<file path="src/rtl/sram_port_arbiter_pkg.sv">
// Shared types and timing defaults for the SRAM port arbiter.
package sram_port_arbiter_pkg;

    localparam int READ_HOLD_DEF  = 2;
    localparam int WRITE_HOLD_DEF = 3;
    localparam int HOLD_W         = 4;

    typedef logic [19:0] sram_waddr_t;

    typedef enum logic [2:0] {
        ST_IDLE,
        ST_RD,
        ST_RD_RESP,
        ST_WR,
        ST_WR_RESP
    } arb_state_e;

endpackage

</file>
<file path="src/rtl/sram_port_arbiter_grant_picker.sv">
// Chooses fetch or data requester; optional last-grant flop under SRAM_ARB_ROUND_ROBIN_EN.
module sram_grant_picker (
    input  logic clk,
    input  logic rst,
    input  logic i_req_f,
    input  logic i_req_d,
    input  logic i_upd,
    output logic o_any,
    output logic o_pick_d
);

    assign o_any = i_req_f | i_req_d;

`ifdef SRAM_ARB_ROUND_ROBIN_EN
    // 1 = data was granted last; resets to fetch so data wins the first tie
    logic r_last_d;

    always_ff @(posedge clk) begin
        if (!rst)
            r_last_d <= 1'b0;
        else if (i_upd)
            r_last_d <= o_pick_d;
    end

    assign o_pick_d = i_req_d & (~i_req_f | ~r_last_d);
`else
    logic w_unused;
    assign w_unused = ^{clk, rst, i_upd};
    assign o_pick_d = i_req_d;
`endif

endmodule

</file>
<file path="src/rtl/sram_port_arbiter.sv">
// Shares one async SRAM between fetch and data requesters with fixed hold timing.
// Optional round-robin tie break: define SRAM_ARB_ROUND_ROBIN_EN.
module sram_port_arbiter
    import sram_port_arbiter_pkg::*;
#(
    parameter int READ_HOLD  = READ_HOLD_DEF,
    parameter int WRITE_HOLD = WRITE_HOLD_DEF
) (
    input  logic        clk,
    input  logic        rst,
    input  logic        i_req,
    input  sram_waddr_t i_addr,
    input  logic [3:0]  i_len,
    output logic        i_gnt,
    output logic        i_rvalid,
    output logic        i_rlast,
    output logic [31:0] i_rdata,
    input  logic        d_req,
    input  logic        d_we,
    input  sram_waddr_t d_addr,
    input  logic [3:0]  d_len,
    input  logic [3:0]  d_be,
    input  logic [31:0] d_wdata,
    output logic        d_gnt,
    output logic        d_rvalid,
    output logic        d_rlast,
    output logic [31:0] d_rdata,
    output logic        d_bvalid,
    output sram_waddr_t sram_addr,
    output logic [3:0]  sram_be_n,
    output logic        sram_ce_n,
    output logic        sram_oe_n,
    output logic        sram_we_n,
    output logic [31:0] sram_dout,
    output logic        sram_dout_en,
    input  logic [31:0] sram_din,
    output logic        busy
);

    localparam logic [HOLD_W-1:0] LP_RH = HOLD_W'(READ_HOLD);
    localparam logic [HOLD_W-1:0] LP_WH = HOLD_W'(WRITE_HOLD);

    arb_state_e        r_state, w_state_nxt;
    logic [HOLD_W-1:0] r_hold;
    logic [3:0]        r_beat, r_len, r_be;
    sram_waddr_t       r_addr;
    logic [31:0]       r_wdata, r_rdata;
    logic              r_own_d;
    logic              w_any, w_pick_d, w_acc;
    logic              w_rd, w_wr, w_rresp, w_last;

    assign w_acc = (r_state == ST_IDLE) & rst & w_any;

    sram_grant_picker u_pick (
        .clk      (clk),
        .rst      (rst),
        .i_req_f  (i_req),
        .i_req_d  (d_req),
        .i_upd    (w_acc),
        .o_any    (w_any),
        .o_pick_d (w_pick_d)
    );

    always_ff @(posedge clk) begin
        if (!rst)
            r_state <= ST_IDLE;
        else
            r_state <= w_state_nxt;
    end

    always_comb begin
        w_state_nxt = r_state;
        case (r_state)
            ST_IDLE:    if (w_any) w_state_nxt = (w_pick_d && d_we) ? ST_WR : ST_RD;
            ST_RD:      if (r_hold == LP_RH) w_state_nxt = ST_RD_RESP;
            ST_RD_RESP: w_state_nxt = (r_beat == r_len) ? ST_IDLE : ST_RD;
            ST_WR:      if (r_hold == LP_WH) w_state_nxt = ST_WR_RESP;
            ST_WR_RESP: w_state_nxt = ST_IDLE;
            default:    w_state_nxt = ST_IDLE;
        endcase
    end

    always_ff @(posedge clk) begin
        if (!rst) begin
            r_hold  <= '0;
            r_beat  <= '0;
            r_len   <= '0;
            r_be    <= '0;
            r_addr  <= '0;
            r_wdata <= '0;
            r_rdata <= '0;
            r_own_d <= 1'b0;
        end else begin
            case (r_state)
                ST_IDLE: if (w_any) begin
                    r_own_d <= w_pick_d;
                    r_addr  <= w_pick_d ? d_addr : i_addr;
                    r_len   <= w_pick_d ? d_len : i_len;
                    r_be    <= w_pick_d ? d_be : 4'hF;
                    r_wdata <= d_wdata;
                    r_beat  <= '0;
                    r_hold  <= '0;
                end
                ST_RD: begin
                    r_hold <= r_hold + HOLD_W'(1);
                    if (r_hold == LP_RH)
                        r_rdata <= sram_din;
                end
                ST_RD_RESP: if (r_beat != r_len) begin
                    // address wraps naturally at 20 bits
                    r_beat <= r_beat + 4'd1;
                    r_addr <= r_addr + 20'd1;
                    r_hold <= '0;
                end
                ST_WR: r_hold <= r_hold + HOLD_W'(1);
                default: ;
            endcase
        end
    end

    assign w_rd    = (r_state == ST_RD);
    assign w_wr    = (r_state == ST_WR);
    assign w_rresp = (r_state == ST_RD_RESP);
    assign w_last  = (r_beat == r_len);

    assign i_gnt    = w_acc & ~w_pick_d;
    assign d_gnt    = w_acc & w_pick_d;
    assign i_rvalid = w_rresp & ~r_own_d;
    assign i_rlast  = w_rresp & ~r_own_d & w_last;
    assign d_rvalid = w_rresp & r_own_d;
    assign d_rlast  = w_rresp & r_own_d & w_last;
    assign i_rdata  = r_rdata;
    assign d_rdata  = r_rdata;
    assign d_bvalid = (r_state == ST_WR_RESP);
    assign busy     = (r_state != ST_IDLE);

    // we_n low only in the inner counts so addr/data frame the strobe on both sides
    assign sram_addr    = r_addr;
    assign sram_ce_n    = ~(w_rd | w_wr);
    assign sram_oe_n    = ~w_rd;
    assign sram_we_n    = ~(w_wr && (r_hold != '0) && (r_hold < LP_WH));
    assign sram_be_n    = (w_rd | w_wr) ? ~r_be : 4'hF;
    assign sram_dout_en = w_wr;
    assign sram_dout    = w_wr ? r_wdata : 32'h0;

endmodule

</file>
<file path="config.mk">
export PLATFORM = sky130hd
export DESIGN_NAME = sram_port_arbiter
export DESIGN_NICKNAME = d
export VERILOG_FILES = /design/src/rtl/sram_port_arbiter_pkg.sv /design/src/rtl/sram_port_arbiter_grant_picker.sv /design/src/rtl/sram_port_arbiter.sv
export SDC_FILE = /design/constraint.sdc
export NUM_CORES = 1
export LEC_CHECK = 0
export ABC_CLOCK_PERIOD_IN_PS = 2300
export CAP_MARGIN = 20
export CORE_MARGIN = 3
export CORE_UTILIZATION = 41
export DETAILED_ROUTE_END_ITERATION = 8
export PLACE_DENSITY = 0.91
export SETUP_SLACK_MARGIN = 0.2
export SYNTH_ARGS = -nofsm -noshare
export SYNTH_HDL_FRONTEND = slang
export SYNTH_SLANG_ARGS = --single-unit
export TNS_END_PERCENT = 50
</file>
<file path="constraint.sdc">
create_clock -name clk -period 2.3 [get_ports clk]
set_clock_uncertainty 0.05 [all_clocks]
set_input_delay 0.23 -clock clk [delete_from_list [all_inputs] [get_ports clk]]
set_output_delay 0.23 -clock clk [all_outputs]
set_load 0.1 [all_outputs]
</file>
After elaboration in Yosys (flattened, before gate mapping)
Index checks and enable logic that the tools add are counted.
Widths: inputs -> output; s select.
{"block": "totals", "inputBits": 121, "mem_count": 0, "romBits": 0, "out_inout_bits": 132, "latchBits": 0, "ff_bits": 104, "mem_bits_rw": 0, "wordCells": 74}
{"block": "classes", "reduce_logical": 14, "n_div": 0, "shift": 0, "n_mux": 19, "n_mul": 0, "bitwise_logic": 16, "add_sub_neg": 3, "n_eq_ne": 12, "order_cmp": 1}
{"operator": "$mux 20", "count": 3}
{"operator": "$pmux 20 s2", "count": 1}
{"operator": "$mux 32", "count": 1}
{"operator": "$mux 4", "count": 6}
{"operator": "$add 20x1->20 const B", "count": 1}
{"operator": "$pmux 3 s4", "count": 1}
{"operator": "$pmux 4 s3", "count": 1}
{"operator": "$mux 3", "count": 3}
{"operator": "$reduce_and 3->1", "count": 3}
{"operator": "$add 4x1->4 const B", "count": 2}
{"operator": "$and 1x1->1", "count": 8}
{"operator": "$eq 4x2->1 const B", "count": 2}
{"operator": "$pmux 4 s2", "count": 1}
{"operator": "$eq 3x2->1 const B", "count": 2}
{"operator": "$ne 2x1->1 const B", "count": 3}
{"operator": "$reduce_bool 3->1", "count": 2}
{"operator": "$not 1->1", "count": 5}
{"operator": "$eq 4x4->1", "count": 1}
{"operator": "$lt 4x2->1 const B", "count": 1}
{"operator": "$ne 4x4->1", "count": 1}
{"operator": "$not 4->4", "count": 1}
{"operator": "$reduce_and 2->1", "count": 2}
{"operator": "$reduce_bool 4->1", "count": 1}
{"operator": "$eq 3x1->1 const B", "count": 1}
{"operator": "9 further kinds", "count": 12}

Logic depth before layout (Yosys ltp)
Gate-level depths: netlist (run 1).
{"block": "depth", "depth_word": 4, "depth_mapped": 8, "ltp_nobuf": 6}

Cells and area by module
A second synthesis (run 1) with hierarchy kept.
{"block": "hier_totals", "cells_unflattened": 690, "hier_area_um2": 5213.8}
{"mod": "sram_port_arbiter", "area_per_inst_um2": 5200.0, "instances": 1, "seq_area_each_um2": 2082.0, "cells_per_inst": 688}
{"mod": "sram_grant_picker", "area_per_inst_um2": 13.8, "instances": 1, "seq_area_each_um2": 0.0, "cells_per_inst": 2}

Worst setup path before layout (run 1)
Ideal clock, no wire load.
{"block": "synth_timing", "path_kind": "register to output", "from": "reg r_state[2]", "to": "out i_gnt", "path_slack_ns": -1.203, "stages_incl_launch_ff": 6, "t_arrival_ns": 3.223, "path_buffers": 2, "cell_sequence": "dfxtp_1 > buf_2 > nor3_1 > o21ai_1 > clkbuf_1 > nor3_1"}
{"block": "synth_via", "elab_chain_cells": 4}
{"element": "start: declaration", "line_no": "sram_port_arbiter.sv:43", "rtl": "arb_state_e r_state, w_state_nxt;"}
{"element": "start signal: assignment", "line_no": "sram_port_arbiter.sv:68", "rtl": "r_state <= w_state_nxt;"}
{"element": "$logic_not 3->1", "line_no": "sram_port_arbiter.sv:52", "rtl": "assign w_acc = (r_state == ST_IDLE) & rst & w_any;"}
{"element": "$and 1x1->1 (2 in a row)", "line_no": "sram_port_arbiter.sv:52"}
{"element": "$and 1x1->1", "line_no": "sram_port_arbiter.sv:126", "rtl": "assign i_gnt = w_acc & ~w_pick_d;"}
{"element": "end: declaration", "line_no": "sram_port_arbiter.sv:14", "rtl": "output logic i_gnt,"}
Every way passes these cells.

Final worst setup path (run 1)
{"block": "layout_timing", "from": "reg r_state[1]", "to": "out i_rlast"}
{"block": "layout_via", "elab_chain_cells": 3}
{"element": "$eq 3x2->1", "line_no": "sram_port_arbiter.sv:123", "rtl": "assign w_rresp = (r_state == ST_RD_RESP);"}
{"element": "$and 1x1->1 (2 in a row)", "line_no": "sram_port_arbiter.sv:129", "rtl": "assign i_rlast = w_rresp & ~r_own_d & w_last;"}
{"element": "end: declaration", "line_no": "sram_port_arbiter.sv:16", "rtl": "output logic i_rlast,"}
Every way passes these cells.

==> impl_results.md, run 1 <==
- Total Neg Setup Slack: 0 ps
- Post-synthesis register bit count: 104
- Post-synth top area cell: dfxtp_1
- Distinct cells, synth: 53
- Register area share after synthesis: 40.19%
- First-pass GRT wire length: 25560 um
- Area added between synthesis and finish: 60.87%
- Core area: 12160 um2
- Hold Buf Count CTS: 0
- Syn Nets: 794
- # nets final: 998
- Synth top area share: 40.19%
- Clock Latency Late Sink: 340 ps
- Crit path largest cell delay: 450 ps
- CP Cell Sequence: nor3b_4 -> buf_4 -> nand2_1 -> nor2_4 -> buf_12
- Top delay family on crit path: simple AND/OR/NAND/NOR gates
- Leak pwr: 3.382 nW
- Outcome: complete, no violations
- Io pins: 253
- ANT nets after route: 0
- CTS Root Cell: clkbuf_16
- Starting DRT DRC Count: 329
- Clk sink count: 104
- Cell row count: 40
- Post-synth top flop: dfxtp_1
- HP Class: in -> reg
- Worst Path Required: 2020 ps
- Vias per std cell: 5.115
- Peak VDD IR: 465.8 uV
- Fin crit period: 1997 ps
- Die width: 118.4 um
- Fraction of layout instances using a drive strength above 1: 24.86%
- Initial antenna violation count: 0
- Slowest cell on the critical path: dfxtp_2
- CTS tree: yes
- Crit path arrival time: 1720 ps
- Least-Margin Pin Slew: 572.9 ps
- Post-synth EDFFs: 0
- CP max FO: 18
- Netlist Area Pre-Place: 5180 um2
- Leading post-synthesis cells by cell area: dfxtp_1, nand2_1, a21oi_1, buf_4, and2_1
- Syn Area/Cell: 7.754 um2
- Power, Total: 6.968 mW
- Final hold vios: 0
- Largest net degree at the start of global routing: 45
- All-layer global routing usage: 22.05%
- Post-Route Utilization: 68.52%
- Number of setup violations in the final report: 0
- Drt wl/cell: 15.46 um
- DRC violations left: 0
- Worst Path Buf+Inv: 2
- Final Slew Violations: 0
- Mapped Cells: 668
- Initial DRT Pass Iterations: 4
- Ys Warns: 0
- Vias: 5345
- RSZ-0062 raised after global routing: yes
- Port Buffers: 252
- Grt ovf: 0
- Crit path launch type: flop
- Final Cell Area: 8333 um2
- CP Capture Type: primary output
- Post-DP HPWL: 12120 um
- Critical path class: reg -> out
- Hold_ws: 383.8 ps
- Maximum clock path buffer count: 2
- Period utilization: 86.80%
- Initial core utilization: 42.59%
- Max-cap violations: 0
- Placer congestion estimate: 0.8559
- H-tree depth: 3
- TritonCTS buffer count: 9
- Worst-path clk slew: 70 ps
- DIE AREA: 14020 um2
- Worst relative slew slack: 61.52%
- Cell Pwr Density: 836.1 nW/um2
- Die Ht: 118.4 um
- Area post-placement: 7978 um2
- Routed WL: 16160 um
- Async S/R FF share, synth: 0%
- ANT cells: 0
- F_max: 500.9 MHz
- Vias in the first global route: 5014
-- cells in the mapped netlist, types with 6 or more instances --
library cell,instances
dfxtp_1,104
clkbuf_1,23
xor2_1,6
a211oi_1,9
or3_1,6
o21ai_0,20
mux2i_1,17
nand4_1,8
nor3_1,8
mux2_2,6
buf_4,33
o22ai_1,8
buf_2,18
nand3_1,10
nand2_1,156
inv_1,8
and2_1,33
nor2_1,40
a21oi_1,95
-- timing repair --
action | in CTS | in global routing
pin swaps | 1 | 0
setup endpoints to repair | 40 | 33
gates resized for setup | 4 | 2
buffers inserted | 2 | 0
gates cloned | 0 | 0
-- per-layer routing --
layer  up-vias  GRT usage, %  routed length (um)
met5         -             0                   0
met2       196         38.66                8185
li1       2653             -                   -
met1      2469         26.32                6556
met4         0         7.169                 389
met3        27         5.646                1027
-- final cells by class --
class	instances	area [um2]
fill	966	3829
timing repair buffer	270	2977
multi-input combinational	478	2679
sequential	104	2108
clock buffer	11	264.0
tap	168	210.2
clock inverter	5	61.31
inverter	9	33.78
-- sequential cells by signal (all words and copies together), names as in the netlist --
signal	flops
d_rdata	32
r_wdata	32
sram_addr	20
r_be	4
r_beat	4
r_hold	4
r_len	4
r_state	3
r_own_d	1
-- cells by family after synthesis --
| kind of cell | Yosys count | share of synthesized area, % |
|---|---|---|
| DFF | 104 | 40.19 |
| muxes | 23 | 4.589 |
| xor gates and xnor gates | 7 | 1.184 |
| AOI/OAI and AO/OA | 159 | 17.80 |
| buffers and inverters | 86 | 9.565 |
| adders and majority gates | 5 | 1.208 |
| and+or+nand+nor | 284 | 25.46 |
-- tightest hold or removal path: stages --
cell             delay (ps)
clkdlybuf4s50_1         390
nand2_1                  50
a21oi_1                  50
-- through the flow --
stage          setup slack (ps)  cells
6_report                  303.5   1045
5_1_grt                   189.3   1045
4_1_cts                   222.4   1045
3_5_place_dp              289.7   1027
3_3_place_gp              374.8   1027
2_1_floorplan            -346.5    668
-- worst paths after layout --
check	cells past startpoint	end	slack [ps]	from
hold reg to reg	2	r_wdata[23]	400	r_wdata[23]
setup / recovery	5	i_rlast	300	r_state[1]
setup reg to reg	7	sram_addr[19]	370	r_beat[1]
hold / removal	3	r_wdata[16]	380	d_wdata[16]
-- cells in the final DEF (no fill, tap or decap), types with 7 or more instances in the layout --
master	count
and2_1	26
buf_12	52
nor2_1	36
dfxtp_2	12
a21oi_1	95
clkbuf_16	10
nand2_1	156
clkdlybuf4s50_1	119
o22ai_1	8
and2_2	7
mux2i_1	17
nand3_1	9
o21ai_0	20
nand4_1	8
a211oi_1	9
dfxtp_1	89
inv_1	8
buf_4	97
-- where the power goes --
part	internal (mW)	switching (mW)
sequential	2.05	0.232
combinational	1.00	2.06
clock	0.946	0.668
total	4.00	2.96
(Power assumes the default switching activity.)
==> run 2: changes to the inputs <==
ABC_CLOCK_PERIOD_IN_PS = 2400   (was 2300)
CORE_ASPECT_RATIO = 1.75   (was not set)
CORE_UTILIZATION = 44   (was 41)
PLACE_DENSITY = 0.95   (was 0.91)
SLEW_MARGIN = 40   (was not set)
clock period = 2.4 ns   (was 2.3 ns; I/O delays follow)
==> run 2 against run 1 <==
Cell area decreased by 2.1%. Sequential cell count unchanged. Count of clock-buffer cells in the layout decreased by 1. Clock power about the same. First-iteration DRC count decreased by 27%. Final cell count decreased by 3.5%. Hold slack improved by 6.6 ps. Largest power group unchanged. Global-route usage increased by 2.8 points. Worst setup slack got worse by 3.2 ps. Via count increased by 1.9%. Critical path depth unchanged. Highest routed layer unchanged. Routed wire length increased by 4.1%.
==> impl_results.md, run 2 (synthesized netlist as in run 1, its figures left out) <==
- Reg area: 2102 um2 (-0.30%)
- Number of setup violations in the final report: 0 (unchanged)
- Vias in the first global route: 5375 (+7.2%)
- Area post-placement: 7806 um2 (-2.1%)
- Initial core utilization: 45.86% (+3.3 points)
- Die width: 88.02 um (-26%)
- ANT cells: 0 (unchanged)
- Worst Path Required: 2110 ps (+90 ps)
- CP Capture Type: primary output
- All-layer global routing usage: 24.86% (+2.8 points)
- Peak VDD IR: 647.0 uV (+39%)
- Core area: 11290 um2 (-7.1%)
- Final Slew Violations: 0 (unchanged)
- H-tree depth: 3 (unchanged)
- Vias: 5447 (+1.9%)
- CTS tree: yes
- Initial antenna violation count: 0 (unchanged)
- HP Class: in -> reg
- Maximum clock path buffer count: 2 (unchanged)
- Max-cap violations: 0 (unchanged)
- Final hold vios: 0 (unchanged)
- Total Neg Setup Slack: 0 ps (unchanged)
- Port Buffers: 252 (unchanged)
- Crit path arrival time: 1810 ps (+90 ps)
- Commonest non-fill, non-tap cell in the layout: nand2_1
- Fin crit period: 2100 ps
- Hold Buf Count CTS: 0 (unchanged)
- TritonCTS buffer count: 9 (unchanged)
- Leak pwr: 3.335 nW (-1.4%)
- # fillers: 815 (-16%)
- DRC violations left: 0 (unchanged)
- Period utilization: 87.49%
- Die Ht: 149.5 um (+26%)
- Largest net degree at the start of global routing: 64 (+42%)
- Clk sink count: 104 (unchanged)
- Critical path class: reg -> out
- Io pins: 253 (unchanged)
- F_max: 476.3 MHz
- First-pass GRT wire length: 26280 um (+2.8%)
- Outcome: complete, no violations
- Area added between synthesis and finish: 57.49%
- Worst-path clk slew: 70 ps (about the same)
- CP max FO: 4 (-14)
- Crit path launch type: flop
- Starting DRT DRC Count: 239 (-27%)
- Grt ovf: 0 (unchanged)
- Cell Pwr Density: 818.6 nW/um2 (-2.1%)
- Cell row count: 51 (+28%)
- Post-CTS setup buffers: 0 (-2)
- Setup WS pre-CTS: 311.6 ps (+21.91 ps)
- Clock Latency Late Sink: 340 ps (about the same)
- ANT nets after route: 0 (unchanged)
- Vias per std cell: 5.404 (+5.6%)
- Routed WL: 16810 um (+4.1%)
- # nets final: 999 (+0.10%)
- Drt wl/cell: 16.68 um (+7.9%)
- Least-Margin Pin Slew: 672.5 ps (+99.57 ps)
- Fraction of layout instances using a drive strength above 1: 25.00% (+0.14 points)
- Commonest non-fill, non-tap cells in the layout: nand2_1, clkdlybuf4s50_1, buf_4
- Worst relative slew slack: 55.17% (-6.4 points)
- Post-Route Utilization: 72.23% (+3.7 points)
- Placer congestion estimate: 0.9113 (+6.5%)
- Post-DP HPWL: 12570 um (+3.6%)
- Initial DRT Pass Iterations: 6 (+2)
- Multi-input gate area: 2670 um2 (-0.33%)
- CTS Root Cell: clkbuf_16
- Final Cell Area: 8158 um2 (-2.1%)
- RSZ-0062 raised after global routing: no
- DIE AREA: 13160 um2 (-6.1%)
- Setup ws final: 300.3 ps (-3.207 ps)
## run 2: changes by cell type in the layout (fill, tap and decap cells not counted), moves of 2 or more
cell       previous run  this run
buf_12               52        42
buf_4                97       107
bufinv_16             1         3
clkinv_4              2         0
dfxtp_2              12        16
dfxtp_4               3         0
## run 2: final timing paths
check	startpoint	endpoint	slack [ps]	cells after the start
max reg2reg	sram_addr[0]	sram_addr[16]	420	6
min reg2reg	r_wdata[26]	r_wdata[26]	400	2
max	r_len[3]	d_rlast	300	5
min	d_req	r_state[0]	390	4
## run 2: area by class of cell
cell class / instances / area share [%]
multi-input combinational: 478 / 32.73
sequential: 104 / 25.77
clock inverter: 4 / 1.166
tap: 132 / 2.025
timing repair buffer: 271 / 35.09
clock buffer: 10 / 2.807
inverter: 9 / 0.4141
## run 2: through the flow
stage          hold WS [ps]  total power, mW  cells
3_3_place_gp          386.2            5.010    994
2_1_floorplan         326.0            4.218    668
6_report              390.4            6.678   1008
4_1_cts               377.1            6.687   1008
3_5_place_dp          391.8            5.063    994
5_1_grt               399.0            6.976   1008
## run 2: routing by layer
layer	up-vias	wire, um	GRT usage (%)	share of wire [%]
met3	43	1036	3.636	6.2
met4	0	540	9.834	3.2
li1	2641	-	-	-
met1	2518	6032	27.83	36
met2	245	9204	45.92	55
met5	-	0	0	0
## run 2: power by group
group | internal (mW) | switching (mW) | total [mW]
logic | 0.901 | 1.96 | 2.86
clock network | 1.01 | 0.606 | 1.61
registers | 1.97 | 0.234 | 2.20
## run 2: what timing repair did
action / in CTS / in global routing
pin swaps: 0 / 1
setup endpoints to repair: 36 / 37
resized for setup: 5 / 5
## run 2: worst max-delay path: stages, from the launching register on
cell     delay (ps)
dfxtp_1         330
xor2_1          190
nor4_4          360
buf_4           200
and3_1          210
buf_12          180
==> run 3: changes to the inputs <==
ABC_CLOCK_PERIOD_IN_PS = 2710   (was 2400)
clock period = 2.71 ns   (was 2.4 ns; I/O delays follow)
==> run 3 against run 2 <==
Cell area is 1.5% lower. Largest power group unchanged. Critical path type unchanged. Sequential cell count stayed put. Die area stayed put.
==> impl_results.md, run 3 (synthesized netlist as in run 1, its figures left out) <==
- Outcome: complete, no violations
- Sequential power share: 33.4% (+0.4 points)
- First-pass GRT wire length: 25650 um (-2.4%)
- # nets final: 992 (-0.70%)
- Final hold vios: 0 (unchanged)
- Initial core utilization: 45.86% (unchanged)
- GR peak layer: met2
- Period utilization: 84.20%
- Maximum clock path buffer count: 2 (unchanged)
- Initial DRT Pass Iterations: 5 (-1)
- Least-Margin Pin Slew: 694.9 ps (+22.41 ps)
- Placer congestion estimate: 0.9465 (+3.9%)
- # fillers: 826 (+1.3%)
- F_max: 438.3 MHz
- Internal power: 3.297 mW (-15%)
- Fin crit period: 2282 ps
- CP Capture Type: primary output
- Crit path largest cell delay: 540 ps (+180 ps)
- Sw Ratio: 42.95% (+0.97 points)
- Die Ht: 149.5 um (unchanged)
- Post-CTS setup buffers: 0 (unchanged)
- Power, Total: 5.779 mW (-13%)
- Vias in the first global route: 5322 (-0.99%)
- Cell Pwr Density: 719.4 nW/um2 (-12%)
- Sw Pwr: 2.482 mW (-11%)
- Clock Latency Late Sink: 340 ps (about the same)
- Max-cap violations: 0 (unchanged)
- Crit path arrival time: 1960 ps (+150 ps)
- CP Cell Sequence: and3b_1 -> buf_4 -> and2_1 -> buf_12
- Commonest non-fill, non-tap cell in the layout: nand2_1
- Grt ovf: 0 (unchanged)
- DIE AREA: 13160 um2 (unchanged)
- Hold Buf Count CTS: 0 (unchanged)
- ANT nets after route: 0 (unchanged)
- Final Slew Violations: 0 (unchanged)
- CP max FO: 33 (+29)
- Vias: 5505 (+1.1%)
- M3 GR Usage: 4.022% (+0.39 points)
- Leak pwr: 3.279 nW (-1.7%)
- Peak VDD IR: 649.1 uV (+0.33%)
- Number of setup violations in the final report: 0 (unchanged)
- Post-DP HPWL: 12460 um (-0.85%)
- Fraction of layout instances using a drive strength above 1: 21.35% (-3.6 points)
- Area added between synthesis and finish: 55.07%
- GR Layer Usage met1: 26.60% (-1.2 points)
- Gate power share: 43.0% (about the same)
- Port Buffers: 252 (unchanged)
- Critical path class: reg -> out
- Starting DRT DRC Count: 240 (+0.42%)
- Core area: 11290 um2 (unchanged)
- Largest net degree at the start of global routing: 45 (-30%)
- TritonCTS buffer count: 9 (unchanged)
- ANT cells: 0 (unchanged)
- Crit path launch type: flop
- Routed WL: 16690 um (-0.73%)
- Io pins: 253 (unchanged)
- GR Layer Usage met2: 44.75% (-1.2 points)
- CTS tree: yes
- HP Class: reg -> reg
- Slowest cell on the critical path: dfxtp_1
- Clock share of power: 23.6% (-0.6 points)
- Worst relative slew slack: 53.67% (-1.5 points)
- Drt wl/cell: 16.64 um (-0.23%)
- H-tree depth: 3 (unchanged)
- Initial antenna violation count: 0 (unchanged)
- Worst-path clk slew: 60 ps (about the same)
- Setup WS pre-CTS: 547.1 ps (+235.5 ps)
- DRC violations left: 0 (unchanged)
- All-layer global routing usage: 24.69% (-0.17 points)
- CTS Root Cell: clkbuf_16
- Worst Path Required: 2390 ps (+280 ps)
- Vias per std cell: 5.489 (+1.6%)
- Die width: 88.02 um (unchanged)
- RSZ-0062 raised after global routing: no
- Setup ws final: 428.2 ps (+127.9 ps)
- Commonest non-fill, non-tap cells in the layout: nand2_1, clkdlybuf4s50_1, dfxtp_1
- Clk sink count: 104 (unchanged)
- Cell row count: 51 (unchanged)
- Hold_ws: 400.6 ps (+10.11 ps)
## run 3: area by class of cell
type	instances	area, um2	share of cell area [%]
tap	132	165.2	2.056
clock buffer	11	232.7	2.897
inverter	9	33.78	0.4206
clock inverter	5	81.33	1.012
timing repair buffer	264	2803	34.89
multi-input combinational	478	2635	32.80
sequential	104	2082	25.92
## run 3: worst max-delay path, delay by kind of cell (launching register included)
family / cells / cell delay (ps)
AND/OR/NAND/NOR: 2 / 550
flip-flops: 1 / 540
buffers and inverters: 2 / 520
## run 3: metrics by stage
stage | cells | setup TNS (ps) | cell area (um2) | util (%)
2_1_floorplan | 668 | -137.2 | 5196 | -
6_report | 1003 | 0 | 8033 | 71.12
5_1_grt | 1003 | 0 | 8033 | 71.12
3_5_place_dp | 987 | 0 | 7716 | 68.32
4_1_cts | 1003 | 0 | 8030 | 71.10
3_3_place_gp | 987 | 0 | 7712 | 68.28
## run 3: layer usage
layer	part of all wire, %	wire, um
met1	35	5827
met3	6.4	1072
met4	3.9	658
met5	0	0
met2	55	9132
## run 3: final timing paths
path	start	to	slack [ps]	depth (start not counted)
worst min-delay path	r_wdata[7]	r_wdata[7]	400	2
worst max-delay path	r_state[0]	sram_dout[1]	430	4
worst max register to register	r_state[2]	r_len[3]	590	6
worst min register to register	r_wdata[7]	r_wdata[7]	400	2
## run 3: power groups by stage
stage                     clock, mW  combinational, mW  sequential (mW)
after detailed placement          0               2.47             1.95
after global routing           1.46               2.62             1.95
final                          1.36               2.49             1.93
after floorplan                   0               1.24             2.48
after global placement            0               2.44             1.94
after CTS                      1.39               2.48             1.92
## run 3: repair_timing
item	CTS	global route
endpoints found under the setup margin	1	1
hold endpoints to repair	0	0
gates resized for setup	1	1
